### src/rtl/layer_stack.sv
// rtl/layer_stack.sv - N-layer drawing controller: layer select, tool routing, clear engine, priority resolver
// Build option LAYER_STACK_SKIP_HIDDEN_EN: layer advance skips hidden layers.
module layer_stack #(
  parameter int WIDTH       = 640,
  parameter int HEIGHT      = 480,
  parameter int LAYERS      = 4,
  parameter int COLOR_WIDTH = 3,
  localparam int XW = $clog2(WIDTH),
  localparam int YW = $clog2(HEIGHT),
  localparam int LW = $clog2(LAYERS + 1)
) (
  input  logic                          clk,
  input  logic                          reset,
  input  logic                          layer_next,
  input  logic [LAYERS-1:0]             visible,
  input  logic                          tool_en,
  input  logic [XW-1:0]                 tool_x,
  input  logic [YW-1:0]                 tool_y,
  input  logic [COLOR_WIDTH-1:0]        tool_color,
  input  logic                          clear_req,
  input  logic [LAYERS*COLOR_WIDTH-1:0] layer_rd_color,
  output logic [LAYERS-1:0]             wr_en,
  output logic [XW-1:0]                 wr_x,
  output logic [YW-1:0]                 wr_y,
  output logic [COLOR_WIDTH-1:0]        wr_color,
  output logic [LW-1:0]                 active_layer,
  output logic                          busy,
  output logic [COLOR_WIDTH-1:0]        pix_color,
  output logic                          pix_opaque,
  output logic [LW-1:0]                 pix_layer
);

  localparam logic [COLOR_WIDTH-1:0] COLOR_NONE = '0;
  localparam logic [XW-1:0] X_LAST = XW'(WIDTH - 1);
  localparam logic [YW-1:0] Y_LAST = YW'(HEIGHT - 1);

  typedef enum logic [1:0] {S_IDLE, S_CLEAR, S_DONE} state_t;
  state_t state;

  logic next_q, next_qq, clr_q, clr_qq;
  logic next_edge, clr_edge, act_vis;
  logic [LW-1:0] advance_layer;

  function automatic logic [LAYERS-1:0] layer_onehot(input logic [LW-1:0] l);
    layer_onehot = '0;
    for (int i = 0; i < LAYERS; i++)
      if (l == LW'(i + 1)) layer_onehot[i] = 1'b1;
  endfunction

`ifdef LAYER_STACK_SKIP_HIDDEN_EN
  // Search L+1, L+2, ... with wrap; stay on L if nothing else is visible.
  function automatic logic [LW-1:0] next_layer(input logic [LW-1:0] cur,
                                               input logic [LAYERS-1:0] vis);
    logic found;
    int   cand;
    next_layer = cur;
    found = 1'b0;
    for (int k = 1; k < LAYERS; k++) begin
      cand = (int'(cur) - 1 + k) % LAYERS;
      if (!found && vis[cand]) begin
        next_layer = LW'(cand + 1);
        found = 1'b1;
      end
    end
  endfunction

  assign advance_layer = next_layer(active_layer, visible);
`else
  function automatic logic [LW-1:0] next_layer(input logic [LW-1:0] cur);
    next_layer = (cur == LW'(LAYERS)) ? LW'(1) : cur + LW'(1);
  endfunction

  assign advance_layer = next_layer(active_layer);
`endif

  assign next_edge = next_q & ~next_qq;
  assign clr_edge  = clr_q & ~clr_qq;
  assign act_vis   = |(visible & layer_onehot(active_layer));

  always_ff @(posedge clk or posedge reset) begin
    if (reset) begin
      state        <= S_IDLE;
      active_layer <= LW'(1);
      busy         <= 1'b0;
      wr_en        <= '0;
      wr_x         <= '0;
      wr_y         <= '0;
      wr_color     <= '0;
      next_q       <= 1'b0;
      next_qq      <= 1'b0;
      clr_q        <= 1'b0;
      clr_qq       <= 1'b0;
    end else begin
      next_q  <= layer_next;
      next_qq <= next_q;
      clr_q   <= clear_req;
      clr_qq  <= clr_q;
      case (state)
        S_IDLE: begin
          wr_en <= '0;
          if (tool_en && act_vis) begin
            wr_en    <= layer_onehot(active_layer);
            wr_x     <= tool_x;
            wr_y     <= tool_y;
            wr_color <= tool_color;
          end
          // A clear edge claims the bus and beats a simultaneous advance.
          if (clr_edge) begin
            state    <= S_CLEAR;
            busy     <= 1'b1;
            wr_en    <= layer_onehot(active_layer);
            wr_x     <= '0;
            wr_y     <= '0;
            wr_color <= COLOR_NONE;
          end else if (next_edge) begin
            active_layer <= advance_layer;
          end
        end
        S_CLEAR: begin
          // wr_en keeps the target latched on entry; wr_x/wr_y are the sweep counter.
          if (wr_x == X_LAST && wr_y == Y_LAST) begin
            state <= S_DONE;
            wr_en <= '0;
          end else if (wr_x == X_LAST) begin
            wr_x <= '0;
            wr_y <= wr_y + YW'(1);
          end else begin
            wr_x <= wr_x + XW'(1);
          end
        end
        S_DONE: begin
          state <= S_IDLE;
          busy  <= 1'b0;
        end
        default: begin
          state <= S_IDLE;
          busy  <= 1'b0;
          wr_en <= '0;
        end
      endcase
    end
  end

  logic [COLOR_WIDTH-1:0] win_color;
  logic [LW-1:0]          win_layer;

  // Ascending scan: the last qualifying layer is the highest-numbered one.
  always_comb begin
    win_color = COLOR_NONE;
    win_layer = '0;
    for (int i = 0; i < LAYERS; i++) begin
      if (visible[i] && layer_rd_color[i*COLOR_WIDTH +: COLOR_WIDTH] != COLOR_NONE) begin
        win_color = layer_rd_color[i*COLOR_WIDTH +: COLOR_WIDTH];
        win_layer = LW'(i + 1);
      end
    end
  end

  always_ff @(posedge clk or posedge reset) begin
    if (reset) begin
      pix_color  <= '0;
      pix_opaque <= 1'b0;
      pix_layer  <= '0;
    end else begin
      pix_color  <= win_color;
      pix_opaque <= (win_layer != '0);
      pix_layer  <= win_layer;
    end
  end

endmodule
### config.mk
export PLATFORM = sky130hd
export DESIGN_NAME = layer_stack
export DESIGN_NICKNAME = d
export VERILOG_FILES = /design/src/rtl/layer_stack.sv
export SDC_FILE = /design/constraint.sdc
export NUM_CORES = 1
export LEC_CHECK = 0
export BUFFER_PORTS_ARGS = -buffer_cell sky130_fd_sc_hd__buf_2
export CAP_MARGIN = 20
export CORE_MARGIN = 2
export CORE_UTILIZATION = 51
export DETAILED_ROUTE_END_ITERATION = 6
export MAX_ROUTING_LAYER = met4
export PLACE_DENSITY = 0.81
export SKIP_LAST_GASP = 1
export SLEW_MARGIN = 25
export SYNTH_ARGS = -nofsm -noshare
export SYNTH_HDL_FRONTEND = slang
export SYNTH_SLANG_ARGS = --single-unit
### constraint.sdc
create_clock -name clk -period 3.8 [get_ports clk]
set_input_delay 0.19 -clock clk [delete_from_list [all_inputs] [get_ports clk]]
set_output_delay 0.19 -clock clk [all_outputs]
set_load 0.005 [all_outputs]
==> impl_results.md <==
* Clock power share at between 15 and 20%
* Sw Ratio at 37.5%
* Synthesis-to-finish area growth at 23.6%
* Overall power at about 1800 uW
* Cell variety after synth at 50
* Longest Clk Path Bufs at 2
* Top cell type's share of synthesized area at 44.7%
* Max VDD drop at just over 0.4 mV
* Rel. slew slack at between 60% and 70%
* Worst hold path class: in -> async
* CTS Hold Buffers Added at 2
* Register share of total power at 44.8%
* Wl on met1 at 2.47 mm
* Reg clk slew, reported paths at 0.08 ns
* FF-to-FF Start: active_layer[0]
* Placed Cells at 366
* CTS Buf Count at 5
* Maxcap violations at 0
* H-Tree Depth at 2
* Setup violators final at 0
* Int Power at between 1000 and 1500 uW
* Largest net degree at the start of global routing at between 40 and 50
* Outcome: complete, no violations
* Switching power at roughly 670 uW
* Die Footprint at 5170 um2
* Setup bufs post-CTS at 0
* Max-slew violation count at 0
* RSZ-0062 raised after global routing: false
* Multi-input logic area at 1190 um2
* Via density at 5.60
* Core area at 4380 um2
* Pre-antenna DRT Iters at 4
* Initial Util at 53.6%
* WL final at 5.50 mm
* Main synth FF type: dfrtp_1
* Routed Antenna Nets at 0
* Seq/Total Area, Yosys at 45.8%
* PD cells at 610 nW/um2
* Cell Area, Placed at 2800 um2
* R2R setup slack at 1.31 ns
* Initial antenna violation count at 0
* Synth top area cells: dfrtp_1, nand2_1, o21ai_0
* Syn_area_per_cell at about 9.8 um2
* Layout cell share with drive strength beyond 1 at 33.1%
* WP data arrival at 2.67 ns
* Clk_lat worst skew at 0.29 ns
* Path depth of the worst reg2reg path at 8
* Wire per inst at 14.7 um
* Clock period minus worst slack at 2.49 ns
* Fillers at between 300 and 400
* Syn. warnings at 0
* Startpoint types: flip-flop
* P_leak at ~0.0014 uW
* Total number of vias at 2101
* Crit Path Category: reg -> reg
* Area leader, netlist: dfrtp_1
* Placer Congestion at about 0.9
* Clk sinks at 43
* Met2 routed WL at 2.57 mm
* Comb pwr share at 38.9%
* Initial DRC Count at 166
* Post-synth top cells: dfrtp_1, nand2_1, o21ai_0
* Layout Nets at approximately 370
* Hold Violations, Final at 0
* Detail Placement HPWL at 4.08 mm
* Resized cells post-CTS at 0
* Chip height at 71.9 um
* Final hold slack at 0.0177 ns
* Worst Tran Pin Value at 0.530 ns
* EDFF count, synth at 0
* Fin area at 2910 um2
* Post-Synthesis Cells at between 200 and 250
* Fmax achieved at 401 MHz
* GRT overflow at 0
* IO buf count at 79
* Die width at 71.9 um
* Ys async rst share at 100%
* Fin Setup TNS at 0 ns
* Crit path max fanout at 12
* Clock Skew at 0.00862 ns
* First-pass GRT wire length at 9.19 mm
* Final period util at about two thirds
* Gr usage total at between 20% and 30%
* Syn nets at 290
* Endpoint type of the worst setup path: flip-flop
* Highest metal used: met4
* Count leader, synth: dfrtp_1
* #FFs+latches synth at between 40 and 50
* Row Count at 24
* RR Endpoint: wr_y[2]
* Syn Std Cell Area at 2350 um2
* FF/Latch Area at 1080 um2
* Num ports at 80
* Root Driver: clkbuf_8
* Antenna diodes at 0
* Residual DRC at 0
* CTS tree: done
* Critical path required time at 3.98 ns
* Met3 wire len at 387 um
* Vias in the first global route at around 2.0k
* Finished Layout Cells at 375
==> layout make-up <==
cell class / count / share of cell area (%)
Tap cell: 52 / 2.24
Timing Repair Buffer: 85 / 15.3
Sequential cell: 43 / 37.1
Inverter: 10 / 1.29
Clock buffer: 6 / 2.84
Clock inverter: 1 / 0.172
Multi-Input combinational cell: 178 / 41.0
==> critical path: stages, from the launching register on <==
cell	delay [ns]
dfstp_2	0.56
inv_1	0.08
ha_1	0.22
a22oi_1	0.17
o21ai_0	0.11
o221ai_2	0.41
buf_4	0.27
and2_4	0.25
mux2_4	0.32
==> worst max path at each step <==
stage | slack [ns] | cells past startpoint | start | to
6_report | 1.31 | 8 | active_layer[0] | wr_y[2]
4_1_cts | 1.29 | 8 | active_layer[0] | wr_y[3]
3_5_place_dp | 1.30 | 8 | active_layer[0] | wr_y[3]
5_1_grt | 1.16 | 8 | active_layer[0] | wr_y[3]
3_3_place_gp | 1.39 | 7 | active_layer[0] | wr_x[0]
2_1_floorplan | 1.67 | 7 | wr_y[0] | wr_x[0]
==> cell families (layout without fill, tap and decap cells) <==
kind of cell	count (synthesis)	after routing	synth area share (%)
buffers and inverters	19	102	3.73
flip-flops	43	43	45.8
multiplexers	10	10	5.53
AND/OR/NAND/NOR	87	87	19.1
XOR/XNOR	6	6	2.24
AO/OA/AOI/OAI	68	68	19.9
adder cells (fa/ha/maj)	7	7	3.73
==> layer usage <==
layer | up-vias | global-route usage, %
li1 | 1040 | -
met5 | - | -
met4 | 0 | 10.5
met3 | 7 | 5.00
met1 | 974 | 31.4
met2 | 80 | 34.1
==> cell usage in the layout (no fill, tap or decap), drive strengths merged, types with 2 or more instances in the layout <==
cell	netlist	layout
xnor2	3	3
a21boi	2	2
o2bb2ai	2	2
and4	2	2
clkinv	0	2
nand3	12	12
dfrtp	42	42
nor2b	3	3
nor4	4	4
mux2	9	9
o221ai	3	3
a22oi	4	4
o21ai	20	20
o31ai	3	3
nand2	37	37
nand2b	2	2
nand4	3	3
a21o	2	2
nor2	10	10
a21oi	10	10
o31a	2	2
or3	2	2
nor3	4	4
buf	3	83
and2	5	5
inv	10	9
o211ai	4	4
ha	7	7
clkbuf	6	6
dlygate4sd3	0	2
xor2	3	3
a22o	9	9
==> through the flow <==
stage               setup WS [ns]  utilization, %
finish                       1.31            66.3
global route                 1.16            66.3
CTS                          1.29            66.3
detailed placement           1.30            63.8
global placement             1.39            63.8
floorplan                    1.67               -
==> flip-flops by register name, indices dropped and copies added, names as in the netlist, 2 cells and up <==
name / flops
pix_color: 3
wr_en: 4
wr_x: 10
wr_color: 3
wr_y: 9
pix_layer: 3
active_layer: 3
state: 2
==> power by group through the flow <==
stage          Sequential [uW]  Combinational (uW)  Clock [uW]
2_1_floorplan              782                 423           0
6_report                   795                 689         289
5_1_grt                    828                 772         319
3_3_place_gp               791                 665           0
3_5_place_dp               801                 687           0
4_1_cts                    792                 692         298
(Power assumes the default switching activity.)
